**src/rtl/cpu_types_pkg.sv**
```systemverilog
// Shared CPU types: data word and the memory arbiter grant state.
package cpu_types_pkg;

    localparam int unsigned WORD_W = 32;

    typedef logic [WORD_W-1:0] word_t;

    typedef enum logic [1:0] {
        IDLE,
        IGNT,
        DGNT
    } ramstate_t;

endpackage

```
**src/rtl/mem_arbiter.sv**
```systemverilog
// Word-level arbiter granting the unified RAM to icache or dcache, dcache first,
// with a saturating counter that forces an icache grant after ISTARVE_MAX dcache words.
module mem_arbiter
    import cpu_types_pkg::*;
#(
    parameter int unsigned ISTARVE_MAX = 4,
    parameter int unsigned ADDR_W      = 32
) (
    input  logic              CLK,
    input  logic              nRST,
    input  logic              iREN,
    input  logic [ADDR_W-1:0] iaddr,
    output logic              iwait,
    output word_t             iload,
    input  logic              dREN,
    input  logic              dWEN,
    input  logic [ADDR_W-1:0] daddr,
    input  word_t             dstore,
    output logic              dwait,
    output word_t             dload,
    output logic              ramREN,
    output logic              ramWEN,
    output logic [ADDR_W-1:0] ramaddr,
    output word_t             ramstore,
    input  word_t             ramload,
    input  logic              ramready
);

    localparam int unsigned       SCNT_W   = $clog2(ISTARVE_MAX + 1);
    localparam logic [SCNT_W-1:0] SCNT_MAX = SCNT_W'(ISTARVE_MAX);

    ramstate_t         state_q, state_d;
    logic [SCNT_W-1:0] scnt_q, scnt_d;
    logic              dreq;
    logic              icomplete;
    logic              dcomplete;

    assign dreq      = dREN | dWEN;
    assign icomplete = (state_q == IGNT) && ramready;
    assign dcomplete = (state_q == DGNT) && ramready;

    assign iload = ramload;
    assign dload = ramload;

    function automatic ramstate_t pick(input logic dr, input logic ir,
                                       input logic [SCNT_W-1:0] cnt);
        if (dr && (cnt < SCNT_MAX)) begin
            return DGNT;
        end else if (ir) begin
            return IGNT;
        end else if (dr) begin
            return DGNT;
        end
        return IDLE;
    endfunction

    // The count includes the dcache word completing this cycle, so the grant decided
    // on that edge already sees it and exactly ISTARVE_MAX dcache words run back to back.
    always_comb begin
        scnt_d = scnt_q;
        if (!iREN || icomplete) begin
            scnt_d = '0;
        end else if (dcomplete && (scnt_q < SCNT_MAX)) begin
            scnt_d = scnt_q + SCNT_W'(1);
        end
    end

    always_comb begin
        state_d  = state_q;
        ramREN   = 1'b0;
        ramWEN   = 1'b0;
        ramaddr  = '0;
        ramstore = '0;
        iwait    = 1'b1;
        dwait    = 1'b1;
        case (state_q)
            IDLE: begin
                state_d = pick(dreq, iREN, scnt_d);
            end
            IGNT: begin
                ramREN  = iREN;
                ramaddr = iaddr;
                iwait   = !ramready;
                if (ramready) begin
                    state_d = pick(dreq, iREN, scnt_d);
                end else if (!iREN) begin
                    state_d = IDLE;
                end
            end
            DGNT: begin
                // A simultaneous read and write is treated as a write.
                ramWEN   = dWEN;
                ramREN   = dREN & ~dWEN;
                ramaddr  = daddr;
                ramstore = dstore;
                dwait    = !ramready;
                if (ramready) begin
                    state_d = pick(dreq, iREN, scnt_d);
                end else if (!dreq) begin
                    state_d = IDLE;
                end
            end
            default: begin
                state_d = IDLE;
            end
        endcase
    end

    always_ff @(posedge CLK or negedge nRST) begin
        if (!nRST) begin
            state_q <= IDLE;
            scnt_q  <= '0;
        end else begin
            state_q <= state_d;
            scnt_q  <= scnt_d;
        end
    end

endmodule

```
**config.mk**
```make
export PLATFORM = sky130hd
export DESIGN_NAME = mem_arbiter
export DESIGN_NICKNAME = d
export VERILOG_FILES = /design/src/rtl/cpu_types_pkg.sv /design/src/rtl/mem_arbiter.sv
export SDC_FILE = /design/constraint.sdc
export NUM_CORES = 1
export LEC_CHECK = 0
export BUFFER_PORTS_ARGS = -buffer_cell sky130_fd_sc_hd__buf_2
export CORE_AREA = 2 2 104 106
export CTS_BUF_LIST = sky130_fd_sc_hd__clkbuf_16
export CTS_CLUSTER_DIAMETER = 50
export DETAILED_ROUTE_END_ITERATION = 12
export DIE_AREA = 0 0 106 108
export HOLD_SLACK_MARGIN = 0.03
export SLEW_MARGIN = 20
export SYNTH_ARGS = -nofsm -noshare
export SYNTH_HDL_FRONTEND = slang
export SYNTH_SLANG_ARGS = --single-unit
```
**constraint.sdc**
```tcl
create_clock -name CLK -period 1.85 [get_ports CLK]
set_input_delay 0.2775 -clock CLK [delete_from_list [all_inputs] [get_ports CLK]]
set_output_delay 0.2775 -clock CLK [all_outputs]
set_load 0.1 [all_outputs]
```
Yosys cells after proc, flatten, opt, wreduce, memory -nomap -nowiden

Cells that the tools add are included.

Bits in registers: 5
Bits of input ports: 134
Output and inout bits: 132
Word-level logic and storage cells: 47

Reductions and logical operators: 9
Muxes and demuxes: 26
Magnitude comparators: 2
Add/sub/neg operators: 1
Bitwise operators: 3
Equal/unequal tests: 4

Operators by type and width:

| operator                                                              | count |
|---|---|
| 32-bit case mux with 2 select lines                                   | 1 |
| 32-bit 2-to-1 mux                                                     | 1 |
| 2-bit 2-to-1 mux                                                      | 10 |
| 1-bit 2-to-1 mux                                                      | 10 |
| 3-bit < comparator, second input constant                             | 2 |
| 3-bit 2-to-1 mux                                                      | 2 |
| 3-bit inequality test, second input constant                          | 2 |
| 2-bit case mux with 3 select lines                                    | 1 |
| 1-bit logical AND                                                     | 4 |
| 3-bit by 1-bit adder with 3-bit output, second input constant         | 1 |
| 2-bit by 1-bit equality test with 1-bit output, second input constant | 1 |
| 2-bit equality test, second input constant                            | 1 |
| 1-bit logical NOT                                                     | 2 |
| 2-bit logical NOT                                                     | 1 |
| 1-bit case mux with 2 select lines                                    | 1 |
| 2-bit AND reduction                                                   | 1 |
| 1-bit AND                                                             | 1 |
| 1-bit logical OR                                                      | 1 |
| 1-bit NOT                                                             | 1 |
| 1-bit OR                                                              | 1 |

Logic depth before layout (Yosys ltp)

Gate-level depths: netlist of the first run.

Word-level depth: 13
Depth in mapped cells: 7

Worst setup path after synthesis of the first run

No wires, ideal clock.

Path type: register to output
From: reg state_q[0]
To: out ramREN
Required time: 1572 ps
Arrival: 3253 ps
Stages on the path, launching flop included: 7
Path buffers: 2
Path slack: -1681 ps
Path through: dfrtp_1 > inv_1 > ha_1 > buf_6 > clkbuf_1 > nand3b_1 > a21boi_0

Word-level cells in the longest chain between the ends: 2

RTL lines:

| what                                                                                  | RTL line           | RTL |
|---|---|---|
| start: declaration                                                                    | mem_arbiter.sv:32  | `ramstate_t state_q, state_d;` |
| start signal: assignment                                                              | mem_arbiter.sv:114 | `state_q <= state_d;` |
| 2-bit equality test or 2-bit by 1-bit equality test with 1-bit output (tied branches) | mem_arbiter.sv:76  | `case (state_q)` |
| 1-bit case mux with 2 select lines (*)                                                | mem_arbiter.sv:76  |  |
| end: declaration                                                                      | mem_arbiter.sv:21  | `output logic ramREN,` |

Every way passes the cells marked *; elsewhere a longest branch is shown, timed or not.

Final worst setup path of the first run

From: reg state_q[1]
To: out ramREN

The elaborated chain is that of the path after synthesis.

==> summary.txt, run 1 <==
cell area power density: 2110 mW/mm^2
Syn Inst Count: 213
Sequential Area: 126 um^2
remaining antenna violation count: 0
CTS Buf Count: 3
vias: 1,848
Worst Setup End Kind: primary output
routing usage on met3: 2.65%
synth warn: 0
reg2reg setup slack: 0.12 ns
HP Class: in -> reg
failing checks: setup timing
first-pass GRT wire length: 10,200 um
Max Slew Vio Count: 0
Non-Filler Instances: 457
most instantiated library cell after synthesis: buf_4
slew margin rel.: 78.5%
most instantiated cells after synthesis: buf_4 (64), and2_1 (34), a22oi_1 (32), nor2b_1 (32), clkbuf_1 (11)
Peak VDD IR: 0.740 mV
# DRC: 0
CTS Sinks: 5
Seq pwr share: 2.1%
nets: 461
EDFF count, synth: 0
Final Hold Viols: 0
Setup crit start kind: flip-flop
Yosys top cell area share: 30.8%
# fillers: 992
core footprint: 0.0102 mm^2
Clk pin slew, worst setup/hold paths: 0.03 ns
Die Outline Area: 0.0114 mm^2
I/O pin total: 266
Leakage: 1.70 nW
Cells after DPL: 446
GP Congestion: 0.757
Period minus WS final: 1.88 ns
clock share of power: 4.4%
Final Skew: 0.000887 ns
antenna cells: 0
switching share of power: 57.9%
row cnt: 37
Die Y: 108 um
Post-Place Cell Area: 0.00345 mm^2
DR WL/cell: 15.6 um
Fmax: 0.532 GHz
Worst Tran Pin Value: 0.318 ns
met1 usage: 10.7%
total track usage: 11.1%
post-synth top area cell: buf_4
drt first pass iters: 4
Mapped Area: 0.00156 mm^2
flop and latch count out of synthesis: 5
Arr. time, crit path: 1.60 ns
initial antenna violation count: 0
port bufs: 169
global route hottest layer: met2
WS Path Type: reg -> out
Initial DRC Count: 51
Psw: 0.00474 W
Logic pwr share: 93.6%
Crit Reg-Reg Startpoint: state_q[0]
CTS tree: yes
internal power: 0.00345 W
Final Instance Area: 0.00388 mm^2
met2 Use GR: 22.6%
final worst-path cycle share: 102%
ys flop type: dfrtp_1
total of max-cap violations: 0
Clk Latency, worst-skew pair: 0.23 ns
Setup TNS: -0.344 ns
FFs w/ async S/R, synth: 100%
Post-DP HPWL: 5390 um
CP Launch Point: state_q[1]
RR Endpoint: state_q[0]
vias per inst: 4.04
# setup viols final: 29
RSZ-0062 raised after global routing: true
share of cells above drive strength 1: 91.9%
post-route worst setup slack: -0.0306 ns
Worst EP required: 1.57 ns
grt total ovfl: 0
Multi-input gate area: 0.00139 mm^2
Area Overhead vs Synth: 149%
Worst setup endpoint: ramREN
Yosys cell types: 25
largest net degree at the start of global routing: 23
mean post-synth cell area: 7.32 um^2
clock buffer depth: 2
critical-path maximum fanout: 8
final WL: 7110 um
Register-to-Register Path Depth: 6
die width: 106 um
initial core utilization: 15.2%
ranking of synthesized cells by area: buf_4 (31%), a22oi_1 (15%), and2_1 (14%)
root buf cell: clkbuf_16
vias in the first global route: 2,075
Syn Nets: 352
Seq/Total Area, Yosys: 8.03%
Final Power: 0.00819 W
outcome: finished with violations
H-tree Lvls: 1
per-stage QoR:
stage | util, % | setup slack (ns) | hold WS, ns
after CTS | 36.6 | -0.0836 | 0.329
after detailed placement | 33.8 | 0.0343 | 0.105
after floorplan | - | -0.110 | -0.0181
final | 38.0 | -0.0306 | 0.341
after global routing | 38.0 | -0.0801 | 0.360
after global placement | 33.8 | 0.142 | 0.101
placed cells by master, fill, tap and decap left out, types with 4 or more instances in the layout:
| cell type | netlist | routed |
|---|---|---|
| buf_4 | 64 | 4 |
| buf_12 | 0 | 71 |
| clkbuf_16 | 0 | 5 |
| and2_4 | 0 | 10 |
| and2_2 | 0 | 23 |
| a22oi_2 | 0 | 32 |
| dfrtp_1 | 5 | 4 |
| buf_2 | 4 | 101 |
| nor2b_4 | 0 | 32 |
cell families (layout without fill, tap and decap cells):
group / after synthesis / after routing / synth area share [%]
buffers and inverters: 82 / 190 / 36.0
and+or+nand+nor: 76 / 76 / 29.5
AOI/OAI and AO/OA: 42 / 42 / 20.5
adders and majority gates: 5 / 5 / 4.01
DFF: 5 / 5 / 8.03
muxes: 2 / 2 / 1.36
xor gates and xnor gates: 1 / 1 / 0.562
sequential cells by signal, indices dropped and copies added (netlist names):
signal / count
scnt_q: 3
state_q: 2
critical path: stages, from the launching register on:
cell,delay (ns)
dfrtp_2,0.45
inv_4,0.09
ha_4,0.23
buf_12,0.17
nand2_4,0.07
a21boi_4,0.17
buf_12,0.19
power groups by stage:
stage,sequential (W),clock [W],combinational (W)
2_1_floorplan,0.000152,0,0.00543
3_5_place_dp,0.000161,0,0.00727
6_report,0.000172,0.000357,0.00766
5_1_grt,0.000174,0.000366,0.00789
4_1_cts,0.000167,0.000361,0.00761
3_3_place_gp,0.000155,0,0.00720
metal layers:
metal	part of all wire, %	vias up	wire length [um]
li1	-	866	-
met1	33	847	2380
met2	56	106	4010
met3	8.0	29	571
met4	2.2	0	157
met5	0	-	0
worst min path at each step:
stage          startpoint    endpoint  slack [ns]  cells past startpoint
2_1_floorplan        nRST   scnt_q[0]       -0.02                      0
3_3_place_gp         nRST  state_q[1]        0.10                      1
3_5_place_dp         nRST   scnt_q[1]        0.10                      1
4_1_cts              iREN   scnt_q[0]        0.33                      3
5_1_grt              iREN   scnt_q[0]        0.36                      3
6_report             iREN   scnt_q[0]        0.34                      3
repair_timing:
action | 4_1_cts | 5_1_grt
hold endpoints to repair | 5 | 0
endpoints found under the setup margin | 56 | 40
cloned | 2 | 2
hold buffers | 1 | 0
gates resized for setup | 29 | 20
pin swaps | 0 | 13
setup buffers | 2 | 0
final cells by class:
type	instances	share of cell area (%)
flip-flops and latches	5	3.25
repair buffers	184	54.3
inverters	2	0.258
multi-input cells	126	35.8
clock inverters	1	0.0966
well taps	136	4.38
clock buffers	3	1.93
No activity file was read; power rests on OpenSTA's default activity.
==> run 2, diff against run 1 <==
Settings changed: BUFFER_PORTS_ARGS -buffer_cell sky130_fd_sc_hd__buf_2 to not set, DONT_BUFFER_PORTS set to 1.
==> summary.txt, run 2 (synthesis results as in run 1) <==
Clk pin slew, worst setup/hold paths: 0.03 ns
largest net degree at the start of global routing: 23
vias per inst: 4.20
nets: 363
most common cell after layout, fill and taps aside: buf_12
port bufs: 0
Fmax: 0.524 GHz
WS Path Type: reg -> out
peak per-stage delay on the critical path: 0.42 ns
HP Class: in -> reg
critical-path cell list: ha_4, buf_12, buf_16, a22oi_2, nor2b_4, buf_12
Initial DRC Count: 42
clock buffer depth: 2
Final Hold Viols: 0
initial antenna violation count: 0
outcome: finished with violations
initial core utilization: 15.2%
Worst Tran Pin Value: 0.297 ns
total of max-cap violations: 0
H-tree Lvls: 1
Final Skew: 0.00133 ns
slew margin rel.: 80.3%
final WL: 6900 um
Largest Register: scnt_q
I/O pin total: 266
Crit path buffers/inverters: 3
Worst Setup End Kind: primary output
most frequent CP cell: buf_12
CP Launch Point: state_q[1]
CTS tree: yes
Setup TNS: -0.728 ns
remaining antenna violation count: 0
Arr. time, crit path: 1.63 ns
Period minus WS final: 1.91 ns
cell area power density: 2510 mW/mm^2
Cells after DPL: 334
row cnt: 37
grt total ovfl: 0
Leakage: 1.34 nW
Post-DP HPWL: 4820 um
total track usage: 10.5%
failing checks: setup timing
vias: 1,508
GP Congestion: 0.620
Final Instance Area: 0.00342 mm^2
Area Overhead vs Synth: 120%
die width: 106 um
Die Outline Area: 0.0114 mm^2
antenna cells: 0
slowest CP cell: dfrtp_2
final worst-path cycle share: 103%
largest registers: scnt_q: 3 flops, state_q: 2 flops
# DRC: 0
share of cells above drive strength 1: 88.3%
Peak VDD IR: 1.01 mV
post-route worst setup slack: -0.0592 ns
Non-Filler Instances: 359
commonest cells after routing, fill and taps aside: buf_12 (63), a22oi_2 (32), nor2b_4 (32), and2_4 (29), clkbuf_16 (9)
Worst EP required: 1.57 ns
CTS Buf Count: 3
Post-Place Cell Area: 0.00273 mm^2
number of flip-flops in the largest register: 3
Max Slew Vio Count: 0
Die Y: 108 um
vias in the first global route: 1,623
critical-path maximum fanout: 7
Clk Latency, worst-skew pair: 0.23 ns
first-pass GRT wire length: 9010 um
drt first pass iters: 4
Setup crit start kind: flip-flop
core footprint: 0.0102 mm^2
Crit Reg-Reg Startpoint: state_q[0]
Final Util: 33.4%
RSZ-0062 raised after global routing: true
CTS Sinks: 5
CP top delay family: buffers and inverters
root buf cell: clkbuf_16
# setup viols final: 26
DR WL/cell: 19.2 um
Final Power: 0.00858 W
hold path startpoint: iREN
==> run 2: path summary, 6_finish.rpt <==
path / to / slack [ns] / depth (start not counted)
worst min register to register: scnt_q[0] / 0.56 / 2
worst max register to register: state_q[1] / 0.11 / 7
worst min-delay path: scnt_q[0] / 0.19 / 2
min in group asynchronous: state_q[0] / 0.34 / 1
max in group asynchronous: state_q[1] / 1.30 / 1
worst max-delay path: ramaddr[23] / -0.06 / 6
==> run 2: worst reg2reg max path, delay by kind of cell, from the launching register on <==
kind	cells	cell delay (ns)
DFF	1	0.38
buffers and inverters	3	0.37
muxes	1	0.34
AOI/OAI and AO/OA	2	0.32
adders and majority gates	1	0.21
==> run 2: stage by stage <==
| step | worst slack [ns] | hold slack, ns |
|---|---|---|
| floorplan | -0.110 | -0.0181 |
| global placement | 0.155 | -0.0178 |
| detailed placement | 0.108 | -0.0178 |
| CTS | -0.0824 | 0.186 |
| global route | -0.115 | 0.204 |
| finish | -0.0592 | 0.190 |
==> run 2: layer usage <==
| layer | track usage (%) | wire length [um] |
|---|---|---|
| met1 | 9.60 | 2160 |
| met2 | 20.6 | 3810 |
| met3 | 2.53 | 582 |
| met4 | 6.86 | 343 |
| met5 | 0 | 0 |
==> run 2: cell type report <==
type,instances,area (um^2)
inverters,2,7.51
clock inverters,1,3.75
fillers,991,6810
well taps,136,170
multi-input cells,126,1410
repair buffers,86,1630
clock buffers,3,75.1
flip-flops and latches,5,126
==> run 2: repair_timing <==
item / in CTS / in global routing
buffers inserted: 4 / 5
pin swaps: 3 / 4
hold buffers: 1 / 0
endpoints found under the hold margin: 5 / 0
endpoints found under the setup margin: 62 / 64
gates cloned: 4 / 7
gates resized for setup: 41 / 33
==> run 2: power by group <==
| group | internal [W] | switching (W) |
|---|---|---|
| logic | 0.00334 | 0.00472 |
| clock network | 0.000280 | 0.0000755 |
| registers | 0.000137 | 0.0000260 |
==> run 3, diff against run 2 <==
==> constraint.sdc (replaced) <==
create_clock -name CLK -period 1.85 [get_ports CLK]
set_input_delay 0.4625 -clock CLK [delete_from_list [all_inputs] [get_ports CLK]]
set_output_delay 0.4625 -clock CLK [all_outputs]
set_load 0.1 [all_outputs]
==> summary.txt, run 3 (synthesis results as in run 1) <==
outcome: finished with violations
failing checks: setup timing
Fmax: 0.473 GHz
Clk Latency, worst-skew pair: 0.23 ns
most common cell after layout, fill and taps aside: buf_12
I/O pin total: 266
Setup crit start kind: flip-flop
Final Hold Viols: 0
final WL: 6800 um
GP Congestion: 0.726
WS Path Type: reg -> out
# setup viols final: 68
vias: 1,438
Worst Tran Pin Value: 0.298 ns
Crit Reg-Reg Startpoint: state_q[0]
Die Outline Area: 0.0114 mm^2
post-route worst setup slack: -0.266 ns
antenna cells: 0
HP Class: in -> reg
remaining antenna violation count: 0
DR WL/cell: 19.9 um
hold path depth: 2
Period minus WS final: 2.12 ns
critical-path maximum fanout: 17
hold path startpoint: iREN
initial antenna violation count: 0
peak per-stage delay on the critical path: 0.36 ns
total track usage: 10.0%
commonest cells after routing, fill and taps aside: buf_12 (45), and2_4 (33), a22oi_2 (32), nor2b_4 (32)
final worst-path cycle share: 114%
cell area power density: 2630 mW/mm^2
critical-path cell list: inv_2, buf_6, ha_4, buf_12, nor2b_4, buf_12
slew margin rel.: 80.3%
Worst EP required: 1.39 ns
Hold WS: 0.398 ns
share of cells above drive strength 1: 87.9%
number of flip-flops in the largest register: 3
Max Slew Vio Count: 0
Crit path buffers/inverters: 4
Initial DRC Count: 71
core footprint: 0.0102 mm^2
vias per inst: 4.20
initial core utilization: 15.2%
switching share of power: 58.5%
CP Depth: 6
Logic pwr share: 93.7%
CP Launch Point: state_q[0]
drt first pass iters: 3
Die Y: 108 um
Largest Register: scnt_q
CTS Sinks: 5
Leakage: 1.21 nW
grt total ovfl: 0
Seq pwr share: 1.9%
Area Overhead vs Synth: 99.5%
RSZ-0062 raised after global routing: true
die width: 106 um
CTS Buf Count: 3
root buf cell: clkbuf_16
Final Power: 0.00818 W
Peak VDD IR: 0.910 mV
Clk pin slew, worst setup/hold paths: 0.03 ns
Psw: 0.00479 W
vias in the first global route: 1,480
Cells after DPL: 316
clock buffer depth: 2
nets: 346
CP top delay family: buffers and inverters
total of max-cap violations: 0
row cnt: 37
CTS tree: yes
slowest CP cell: dfrtp_1
largest net degree at the start of global routing: 18
Arr. time, crit path: 1.65 ns
H-tree Lvls: 1
Final Skew: 0.00244 ns
# fillers: 1,015
Non-Filler Instances: 342
# DRC: 0
most frequent CP cell: buf_12
port bufs: 0
Worst Setup End Kind: primary output
first-pass GRT wire length: 8620 um
Register-to-Register Path Depth: 9
Post-DP HPWL: 4630 um
largest registers: scnt_q: 3 flops, state_q: 2 flops
clock share of power: 4.4%
internal power: 0.00339 W
==> run 3: cell count changes in the layout (fill, tap and decap cells not counted), moves of 2 or more <==
cell     delta
buf_12     -18
and2_2      -4
and2_4      +4
buf_6       +2
nand2_2     -2
==> run 3: worst paths after layout <==
check,to,slack [ns]
worst max-delay path,ramaddr[2],-0.27
worst min-delay path,state_q[0],0.40
worst max register to register,state_q[1],-0.06
worst min register to register,scnt_q[1],0.54
max in group asynchronous,scnt_q[2],1.12
min in group asynchronous,state_q[0],0.53
==> run 3: cell type report <==
type	instances	area [um^2]	share of cell area [%]
Clock buffer	3	75.1	2.41
Tap cell	136	170	5.47
Sequential cell	5	125	4.02
Inverter	2	7.51	0.241
Clock inverter	1	3.75	0.121
Timing Repair Buffer	69	1280	41.0
Multi-Input combinational cell	126	1450	46.7
==> run 3: routing by layer <==
metal  global-route usage, %  wire (um)  up-vias
li1                        -          -      635
met3                    4.34        743       17
met1                    9.86       2260      684
met4                    3.67        116        0
met2                    18.8       3680      102
met5                       0          0        -
==> run 3: worst reg2reg max path, delay by kind of cell, from the launching register on <==
family          cells  cell delay, ns
mux                 1            0.19
compound gates      2            0.51
buf+inv             5            0.59
fa+ha+maj           1            0.18
flops               1            0.36
==> run 3: power by group through the flow <==
stage	clock, W	sequential (W)	combinational [W]
2_1_floorplan	0	0.000152	0.00565
3_5_place_dp	0	0.000159	0.00637
5_1_grt	0.000370	0.000162	0.00788
3_3_place_gp	0	0.000155	0.00632
6_report	0.000357	0.000159	0.00767
4_1_cts	0.000364	0.000159	0.00715
==> run 3: timing repair <==
item	in CTS	in global routing
buffers inserted	9	4
endpoints found under the hold margin	5	0
pin swaps	15	11
endpoints found under the setup margin	66	70
gates cloned	4	5
resized for setup	41	22
hold buffers	1	0
==> run 3: through the flow <==
stage	utilization (%)	TNS (ns)	worst slack (ns)	instance area, um^2
3_3_place_gp	23.4	-0.0422	-0.0422	2400
4_1_cts	27.9	-15.00	-0.269	2850
2_1_floorplan	-	-4.43	-0.175	1970
6_report	30.4	-13.85	-0.266	3110
3_5_place_dp	23.4	-0.627	-0.0790	2400
5_1_grt	30.4	-17.99	-0.333	3110
